--- src/rtl/chain_score_sched_if.sv ---
// Anchor-memory read port and score-unit issue/return port of the chaining sequencer.
// master = sequencer side, slave = memory / score-unit side.
interface chain_score_sched_if #(
    parameter int IDX_W = 16
) ();
    logic             rd_en;
    logic [IDX_W-1:0] rd_addr;
    logic [31:0]      rd_rx;
    logic [31:0]      rd_qx;
    logic [31:0]      rd_f;
    logic             sc_valid;
    logic [31:0]      sc_riX;
    logic [31:0]      sc_riY;
    logic [31:0]      sc_qiX;
    logic [31:0]      sc_qiY;
    logic [31:0]      sc_W;
    logic [31:0]      sc_result;

    modport master (
        output rd_en, rd_addr, sc_valid, sc_riX, sc_riY, sc_qiX, sc_qiY, sc_W,
        input  rd_rx, rd_qx, rd_f, sc_result
    );

    modport slave (
        input  rd_en, rd_addr, sc_valid, sc_riX, sc_riY, sc_qiX, sc_qiY, sc_W,
        output rd_rx, rd_qx, rd_f, sc_result
    );
endinterface

--- src/rtl/chain_score_sched.sv ---
// Predecessor walker / best-score reducer for the chaining DP score unit.
// Optional CHAIN_SKIP_CNT_EN adds a saturating count of gated candidates on skip_cnt.
module chain_score_sched #(
    parameter int IDX_W     = 16,
    parameter int N_PRED    = 64,
    parameter int SCORE_LAT = 8
) (
    input  logic                 clk,
    input  logic                 reset,
    input  logic                 start,
    input  logic [IDX_W-1:0]     i_idx,
    input  logic [31:0]          i_x,
    input  logic [31:0]          i_y,
    input  logic [7:0]           n_pred,
    input  logic [31:0]          w,
    output logic                 busy,
    chain_score_sched_if.master  bus,
    output logic                 done,
    output logic [31:0]          best_f,
    output logic [IDX_W-1:0]     best_p,
    output logic [15:0]          skip_cnt
);
    localparam logic [1:0] S_IDLE  = 2'd0;
    localparam logic [1:0] S_ISSUE = 2'd1;
    localparam logic [1:0] S_DRAIN = 2'd2;
    localparam logic [1:0] S_DONE  = 2'd3;

    localparam logic [SCORE_LAT-1:0] VLD_TOP = SCORE_LAT'(1) << (SCORE_LAT - 1);

    logic [1:0]           state;
    logic [IDX_W-1:0]     remain;
    logic [IDX_W-1:0]     addr_r;
    logic [IDX_W-1:0]     j_q;
    logic                 rd_en_q;
    logic [31:0]          ix_q;
    logic [31:0]          iy_q;
    logic [31:0]          w_q;
    logic [IDX_W-1:0]     n_eff_c;
    logic                 gate_c;
    logic                 pending;
    logic [31:0]          cand;

    logic [SCORE_LAT-1:0] vld;
    logic [SCORE_LAT-1:0] gate_d;
    logic [IDX_W-1:0]     j_d [SCORE_LAT];
    logic [31:0]          f_d [SCORE_LAT];

    always_comb begin
        n_eff_c = IDX_W'(n_pred);
        if (n_eff_c > IDX_W'(N_PRED)) n_eff_c = IDX_W'(N_PRED);
        if (n_eff_c > i_idx)          n_eff_c = i_idx;
    end

    assign busy         = (state != S_IDLE);
    assign done         = (state == S_DONE);
    assign bus.rd_en    = (state == S_ISSUE);
    assign bus.rd_addr  = addr_r;
    assign bus.sc_valid = rd_en_q;

    // Memory data is only forwarded while it is a live read; otherwise the bus rests at zero.
    assign bus.sc_riX = rd_en_q ? ix_q      : '0;
    assign bus.sc_riY = rd_en_q ? bus.rd_rx : '0;
    assign bus.sc_qiX = rd_en_q ? iy_q      : '0;
    assign bus.sc_qiY = rd_en_q ? bus.rd_qx : '0;
    assign bus.sc_W   = rd_en_q ? w_q       : '0;

    assign gate_c  = (bus.rd_rx >= ix_q) || (bus.rd_qx >= iy_q);
    assign cand    = f_d[SCORE_LAT-1] + bus.sc_result;
    // The result arriving this cycle registers on the same edge we leave DRAIN.
    assign pending = bus.sc_valid || (|(vld & ~VLD_TOP));

    always_ff @(posedge clk) begin
        if (reset) begin
            state   <= S_IDLE;
            remain  <= '0;
            addr_r  <= '0;
            j_q     <= '0;
            rd_en_q <= 1'b0;
            ix_q    <= '0;
            iy_q    <= '0;
            w_q     <= '0;
            best_f  <= '0;
            best_p  <= '1;
            vld     <= '0;
            gate_d  <= '0;
            for (int k = 0; k < SCORE_LAT; k++) begin
                j_d[k] <= '0;
                f_d[k] <= '0;
            end
        end else begin
            rd_en_q <= bus.rd_en;
            if (bus.rd_en) j_q <= addr_r;

            vld[0]    <= bus.sc_valid;
            gate_d[0] <= gate_c;
            j_d[0]    <= j_q;
            f_d[0]    <= bus.rd_f;
            for (int k = 1; k < SCORE_LAT; k++) begin
                vld[k]    <= vld[k-1];
                gate_d[k] <= gate_d[k-1];
                j_d[k]    <= j_d[k-1];
                f_d[k]    <= f_d[k-1];
            end

            if (vld[SCORE_LAT-1] && !gate_d[SCORE_LAT-1] && ($signed(cand) > $signed(best_f))) begin
                best_f <= cand;
                best_p <= j_d[SCORE_LAT-1];
            end

            case (state)
                S_IDLE: begin
                    if (start) begin
                        ix_q   <= i_x;
                        iy_q   <= i_y;
                        w_q    <= w;
                        best_f <= w;
                        best_p <= '1;
                        remain <= n_eff_c;
                        addr_r <= i_idx - 1'b1;
                        state  <= (n_eff_c != '0) ? S_ISSUE : S_DRAIN;
                    end
                end
                S_ISSUE: begin
                    if (remain == IDX_W'(1)) begin
                        state <= S_DRAIN;
                    end else begin
                        remain <= remain - 1'b1;
                        addr_r <= addr_r - 1'b1;
                    end
                end
                S_DRAIN: begin
                    if (!pending) state <= S_DONE;
                end
                default: state <= S_IDLE;
            endcase
        end
    end

`ifdef CHAIN_SKIP_CNT_EN
    always_ff @(posedge clk) begin
        if (reset) begin
            skip_cnt <= '0;
        end else if ((state == S_IDLE) && start) begin
            skip_cnt <= '0;
        end else if (vld[SCORE_LAT-1] && gate_d[SCORE_LAT-1] && (skip_cnt != 16'hFFFF)) begin
            skip_cnt <= skip_cnt + 16'd1;
        end
    end
`else
    assign skip_cnt = '0;
`endif

endmodule
--- src/flat_wrapper.sv ---
// flat-port wrapper written by rule: the top's interface ports become plain ports
module chain_score_sched_flat 
#(
    parameter int IDX_W     = 16,
    parameter int N_PRED    = 64,
    parameter int SCORE_LAT = 8
)
  (clk, reset, start, i_idx, i_x, i_y, n_pred, w, busy, done, best_f, best_p, skip_cnt, bus_rd_en, bus_rd_addr, bus_sc_valid, bus_sc_riX, bus_sc_riY, bus_sc_qiX, bus_sc_qiY, bus_sc_W, bus_rd_rx, bus_rd_qx, bus_rd_f, bus_sc_result);
  chain_score_sched_if #(.IDX_W(IDX_W)) bus_i ();
  input  logic clk;
  input  logic reset;
  input  logic start;
  input  logic [IDX_W-1:0] i_idx;
  input  logic [31:0] i_x;
  input  logic [31:0] i_y;
  input  logic [7:0] n_pred;
  input  logic [31:0] w;
  output logic busy;
  output logic done;
  output logic [31:0] best_f;
  output logic [IDX_W-1:0] best_p;
  output logic [15:0] skip_cnt;
  output wire logic [$bits(bus_i.rd_en)-1:0] bus_rd_en;
  output wire logic [$bits(bus_i.rd_addr)-1:0] bus_rd_addr;
  output wire logic [$bits(bus_i.sc_valid)-1:0] bus_sc_valid;
  output wire logic [$bits(bus_i.sc_riX)-1:0] bus_sc_riX;
  output wire logic [$bits(bus_i.sc_riY)-1:0] bus_sc_riY;
  output wire logic [$bits(bus_i.sc_qiX)-1:0] bus_sc_qiX;
  output wire logic [$bits(bus_i.sc_qiY)-1:0] bus_sc_qiY;
  output wire logic [$bits(bus_i.sc_W)-1:0] bus_sc_W;
  input wire logic [$bits(bus_i.rd_rx)-1:0] bus_rd_rx;
  input wire logic [$bits(bus_i.rd_qx)-1:0] bus_rd_qx;
  input wire logic [$bits(bus_i.rd_f)-1:0] bus_rd_f;
  input wire logic [$bits(bus_i.sc_result)-1:0] bus_sc_result;
  assign bus_rd_en = bus_i.rd_en;
  assign bus_rd_addr = bus_i.rd_addr;
  assign bus_sc_valid = bus_i.sc_valid;
  assign bus_sc_riX = bus_i.sc_riX;
  assign bus_sc_riY = bus_i.sc_riY;
  assign bus_sc_qiX = bus_i.sc_qiX;
  assign bus_sc_qiY = bus_i.sc_qiY;
  assign bus_sc_W = bus_i.sc_W;
  assign bus_i.rd_rx = bus_rd_rx;
  assign bus_i.rd_qx = bus_rd_qx;
  assign bus_i.rd_f = bus_rd_f;
  assign bus_i.sc_result = bus_sc_result;
  chain_score_sched #(.IDX_W(IDX_W), .N_PRED(N_PRED), .SCORE_LAT(SCORE_LAT)) u_core (.clk(clk), .reset(reset), .start(start), .i_idx(i_idx), .i_x(i_x), .i_y(i_y), .n_pred(n_pred), .w(w), .busy(busy), .bus(bus_i), .done(done), .best_f(best_f), .best_p(best_p), .skip_cnt(skip_cnt));
endmodule
--- config.mk ---
export PLATFORM = sky130hd
export DESIGN_NAME = chain_score_sched_flat
export DESIGN_NICKNAME = d
export VERILOG_FILES = /design/src/rtl/chain_score_sched_if.sv /design/src/rtl/chain_score_sched.sv /design/src/flat_wrapper.sv
export SDC_FILE = /design/constraint.sdc
export NUM_CORES = 1
export LEC_CHECK = 0
export ABC_AREA = 1
export CORE_ASPECT_RATIO = 0.6
export CORE_MARGIN = 3
export CORE_UTILIZATION = 47
export DETAILED_ROUTE_END_ITERATION = 16
export PLACE_DENSITY = 0.8
export SYNTH_ARGS = -nofsm -noshare
export SYNTH_HDL_FRONTEND = slang
export SYNTH_SLANG_ARGS = --single-unit
--- constraint.sdc ---
create_clock -name clk -period 3.5 [get_ports clk]
set_clock_uncertainty 0.05 [all_clocks]
set_input_delay 0.7 -clock clk [delete_from_list [all_inputs] [get_ports clk]]
set_output_delay 0.7 -clock clk [all_outputs]
set_load 0.005 [all_outputs]
## Yosys cells after proc, flatten, opt, wreduce, memory -nomap -nowiden

Memory sizes are Yosys's and may differ from the RTL's.
Index checks and enable logic that the tools add are counted.

| storage, ports and cells | value |
|---|---|
| register bits | 211 |
| bits in writable memories | 384 |
| bits of input ports | 251 |
| memories kept | 2 |

Memories:

| name | depth | bits a word | rd ports | clocked after memory_dff | wr ports | RTL line | text |
|---|---|---|---|---|---|---|---|
| u_core.f_d | 8 | 32 | 8 | 0 | 8 | chain_score_sched.sv:46 | `logic [31:0] f_d [SCORE_LAT];` |
| u_core.j_d | 8 | 16 | 8 | 0 | 8 | chain_score_sched.sv:45 | `logic [IDX_W-1:0] j_d [SCORE_LAT];` |

| cells by class | value |
|---|---|
| $add $sub $neg | 4 |
| magnitude comparators | 5 |
| equal/unequal tests | 8 |
| muxes and demuxes | 43 |
| bitwise gates (word level) | 16 |
| reductions and logical operators | 13 |

Operator list:

| kind | number |
|---|---|
| $mux W32 | 16 |
| $mux W16 | 16 |
| $ge A32 B32 Y1 | 2 |
| $pmux W16 S2 | 2 |
| $sub A16 B1 Y16 const B | 3 |
| $add A32 B32 Y32 | 1 |
| $gt A32 B32 Y1 | 1 |
| $eq A16 B1 Y1 const B | 1 |
| $gt A8 B16 Y1 | 1 |
| $or A1 B1 Y1 | 16 |
| $reduce_bool A16 Y1 | 1 |
| $gt A8 B7 Y1 const B | 1 |
| $mux W2 | 4 |
| $mux W8 | 1 |
| $reduce_or A7 Y1 | 1 |
| $ne A2 B2 Y1 const B | 3 |
| $pmux W2 S3 | 1 |
| $reduce_and A3 Y1 | 2 |
| $eq A2 B2 Y1 const B | 2 |
| $reduce_bool A2 Y1 | 2 |
| $mux W1 | 3 |
| $eq A2 B1 Y1 const B | 1 |
| $logic_and A1 B1 Y1 | 2 |
| $logic_not A2 Y1 | 1 |
| other kinds (4) | 5 |

## Logic depth before layout (Yosys ltp)

| depth | value |
|---|---|
| depth in word-level cells | 8 |
| depth in mapped cells | 28 |

## Worst setup path after synthesis

Ideal clock, no wire load.

| timing | value |
|---|---|
| kind | input -> register |
| start point | in bus_sc_result[0] |
| end point | reg u_core.best_f[27] |
| setup time | 114 ps |
| data arrival time | 3586 ps |
| required time | 3336 ps |
| setup slack | -250 ps |
| cell stages on the path | 24 |
| path through | ha_1 inv_1 fa_1 o21ai_1 nand2_1 nand2_1 nand2_1 nand2_1 nand4_1 nand2_1 nand2_1 nand2_1 inv_1 ha_1 nand2_1 nor2_1 nand4_1 nor3_2 a31oi_1 clkbuf_1 buf_2 nand3_1 nand3_1 nand2_1 |

| between the ends | value |
|---|---|
| word-level cells in the longest chain between the ends | 6 |

Ends and longest elaborated chain:

| item | RTL line | text |
|---|---|---|
| start, declared | flat_wrapper.sv:34 | `input wire logic [$bits(bus_i.sc_result)-1:0] bus_sc_result;` |
| $add A32 B32 Y32 * | chain_score_sched.sv:68 | `assign cand = f_d[SCORE_LAT-1] + bus.sc_result;` |
| $gt A32 B32 Y1 | chain_score_sched.sv:105 | `if (vld[SCORE_LAT-1] && !gate_d[SCORE_LAT-1] && ($signed(cand) > $signed(best_f))) begin` |
| $logic_and A1 B1 Y1 | chain_score_sched.sv:105 |  |
| $mux W32 * | chain_score_sched.sv:105 |  |
| $mux W32 | chain_score_sched.sv:112 | `if (start) begin` |
| $mux W32 * | chain_score_sched.sv:110 | `case (state)` |
| end signal, assigned | chain_score_sched.sv:106 | `best_f <= cand;` |
| end signal, assigned | chain_score_sched.sv:116 | `best_f <= w;` |
| end, declared | chain_score_sched.sv:19 | `output logic [31:0] best_f,` |

Mark *: on every way between the ends. The rest lies on a longest branch, timed or not.
A chain may end at the register's enable or synchronous reset.

## Final worst setup path

| timing | value |
|---|---|
| start point | in bus_sc_result[12] |
| end point | reg u_core.best_f[13] |

The elaborated chain is that of the path after synthesis.

==> out/results.env <==
HOLD_CLASS='reg -> reg'
SYNTH.AREA.TOP_CELLS='dfxtp_1 47%, inv_1 12%, nand2_1 8.7%'
CP-START-KIND='input pin'
CRITPATHARRIVALTIME_NS=4.27
DIE_HEIGHT_UM=185
RSZ_0062_RAISED_AFTER_GLOBAL_ROUTING='true'
SYNTH_ENABLE_FLOP_CELLS=0
POST_CTS_HOLD_BUFFER_COUNT=0
RELSLEWSLACK=0.336
FINALHOLDVIOLCOUNT=0
SYNTHTOPCELLSBYCOUNT='793 x inv_1, 595 x dfxtp_1, 582 x nand2_1, 527 x nor2_1, 189 x a21oi_1'
CRITICAL-PATH-TOP-CELL-BY-COUNT='nand2_1'
CELL_AREA_POWER_DENSITY_nW_PER_UM2=534
DETAILEDROUTE.FIRSTITERATIONVIOLATIONS=1966
CTS-HTREE-LEVELS=2
FINALWIRELENGTH_MM=76.5
RATIO_OF_CELLS_WITH_DRIVE_ABOVE_1_IN_THE_FINAL_LAYOUT=0.115
FMAX_GHz=0.263
CAP_VIOL_MAX_COUNT=0
DETAIL-ROUTE-ANTENNA-NETS=0
TRACK_USAGE=0.259
COREAREA_UM2=52800
FINALCRITPERIODSHARE=1.08
CRITPATHMAXFANOUT=9
SETUP-VIOLATIONS-FINAL=48
MAX-VDD-IR-DROP_V=0.000432
ROUTED_VIA_DENSITY=4.68
GP_WEIGHTED_CONGESTION=0.998
SLOWEST_DELAY_NS=0.30
CTS_ROOT_BUFFER='clkbuf_16'
MAXIMUM_BUFFER_DEPTH_OF_THE_CLOCK_TREE=3
CPMAXSTAGEDELAYCELL='or2_2'
SEQ_AREA_UM2=11900
GRT_FIRST_PASS_WIRELENGTH_MM=115
WORST_SLACK_NS=-0.297
CHIPWIDTH_UM=305
CTS_BUFFERS=51
INITIAL_CORE_UTIL=0.477
TIMING.SETUP.CRITICAL_PATH_CLASS='in -> reg'
WORST_SKEW_PAIR.LATE_LATENCY_NS=0.58
YS.WARNINGS.COUNT=0
DRC=0
FINAL.FILL_COUNT=4424
CP_DATA_REQUIRED_TIME_NS=3.97
HPWL_MM=57.7
GLOBAL_ROUTE.OVERFLOW_TOTAL=0
ROWS=65
POST-ROUTE-MIN-PERIOD_NS=3.80
CTS_TREE='done'
INITIAL_ANTENNA_VIOLATION_COUNT=1
RUN_STATUS='finished with violations'
YS_SEQ_AREA_FRAC=0.473
KIND_OF_END_POINT_OF_THE_CRITICAL_PATH='flip-flop'
NUM_VIAS=22500
MULTI_INPUT_AREA_UM2=10500
SYNTH_TOP_AREA_SHARE=0.473
SYN2LAYOUT_AREA_GROWTH_PCT=37.5
GRT_PASS1_VIAS=20300
WORST_PIN_SLEW_NS=0.986
DIODES_INSERTED=0
SYNTH_ASYNC_RESET_RATIO=0
PORT_BUFFERS=478
NETLIST_INSTANCES=3451
DIE_AREA_UM2=56500
STATIC-LEAKAGE-POWER_nW=16.2
NETLIST-CELL-TYPE-COUNT=47
NUM_IO_PINS=495
GRT_START_MAX_NET_PINS=202
POSTSYNTHREGISTERBITS=595
NETLIST.TOP_CELL.BY_AREA='dfxtp_1'
DETAILEDROUTE.FIRSTPASSITERATIONCOUNT=6
DOMINANTREGCELLSYNTH='dfxtp_1'
FINAL_MAX_SLEW_VIOL_COUNT=0
WORSTPATHBUFFERINVERTERCOUNT=7
FIN_HOLD_WS_NS=0.346
FINAL_ROUTED_WIRE_LENGTH_DIVIDED_BY_CELL_COUNT_UM=15.9
SYN_AREA_UM2=25200
SYNTHESIS.AREA_PER_INSTANCE_UM2=7.30
CLOCK_SINK_COUNT=595
PATH_CLK_SLEW_NS=0.07
SYNTH.MOST_COMMON_CELL='inv_1'
POWER_W=0.0185
TOP_DELAY_FAMILY_ON_CRIT_PATH='simple AND/OR/NAND/NOR gates'
VIOLATIONS_IN_THE_FINAL_REPORTS='setup timing'
NUM-NETS-FINAL=4446
## power breakdown
group | internal [W] | leakage (nW) | switching [W] | total (W)
clock network | 0.00333 | 0.862 | 0.00261 | 0.00594
registers | 0.00739 | 4.85 | 0.000395 | 0.00778
logic | 0.00202 | 10.5 | 0.00275 | 0.00477
## layout make-up
cell class / count / share of cell area
multi-input cells: 1928 / 0.303
flip-flops and latches: 595 / 0.345
clock buffers: 69 / 0.0420
well taps: 703 / 0.0254
inverters: 797 / 0.0864
repair buffers: 678 / 0.189
clock inverters: 26 / 0.00965
## worst min-delay path, cell delays in order, from the launching register on
cell     delay (ns)
dfxtp_1        0.30
inv_1          0.04
nor2_1         0.03
## cells in the final DEF (no fill, tap or decap), types with 16 or more instances in the layout
cell	Yosys	final
nand2_2	9	46
nor2_2	1	18
buf_4	20	177
clkdlybuf4s50_1	0	454
dfxtp_1	595	585
nand3_1	181	175
dlygate4sd2_1	0	18
a21oi_1	189	165
conb_1	1	17
nand2_1	582	540
xor2_1	17	16
ha_1	143	113
nor3_1	24	20
nand4_1	20	20
a21oi_2	0	22
inv_1	793	787
clkbuf_16	0	55
ha_4	0	30
o21ai_0	131	114
nor2_1	527	502
o21ai_1	7	17
## per-layer routing
metal | up-vias | share of wire | routed length, um | global-route usage
met5 | - | 0 | 0 | 0
met4 | 0 | 0.025 | 1880 | 0.0582
met3 | 97 | 0.071 | 5400 | 0.0437
met2 | 729 | 0.43 | 33000 | 0.405
met1 | 10100 | 0.47 | 36200 | 0.376
li1 | 11500 | - | - | -
## registers in the layout, summed over array words and instances, names as in the netlist
signal / count
u_core.best_f: 32
u_core.best_p: 16
u_core.bus.rd_addr: 16
u_core.bus.sc_valid: 1
u_core.f_d: 256
u_core.gate_d: 8
u_core.ix_q: 32
u_core.iy_q: 32
u_core.j_d: 128
u_core.j_q: 16
u_core.remain: 16
u_core.state: 2
u_core.vld: 8
u_core.w_q: 32
## path summary, 6_finish.rpt
path,start,end,slack (ns),depth (start not counted)
max,bus_sc_result[12],u_core.best_f[13],-0.30,28
min,u_core.f_d[1][66],u_core.f_d[1][98],0.35,2
max reg2reg,u_core.f_d[1][96],u_core.best_f[13],-0.28,27
min reg2reg,u_core.f_d[1][66],u_core.f_d[1][98],0.35,2
## metrics by stage
stage	setup TNS (ns)	util	setup slack [ns]	area, um^2	instances
final	-12.21	0.656	-0.297	34600	4796
after global routing	-21.45	0.656	-0.481	34600	4796
after CTS	-5.15	0.648	-0.139	34200	4785
after detailed placement	-52.44	0.603	-1.14	31800	4685
after global placement	-53.68	0.603	-1.15	31800	4685
after floorplan	-2.53	-	-0.0952	25300	3467
## logic make-up after synthesis
family          share of synthesized area
buf+inv                             0.146
fa+ha+maj                          0.0719
xor+xnor                           0.0104
flops                               0.473
compound gates                     0.0761
other cells                      0.000149
simple gates                        0.222
## what timing repair did
| item | CTS | global route |
|---|---|---|
| endpoints found under the setup margin | 48 | 48 |
| pin swaps | 36 | 48 |
| setup buffers | 4 | 8 |
| resized for setup | 146 | 68 |
| cloned | 1 | 3 |
Power figures use the tool's default switching activity.
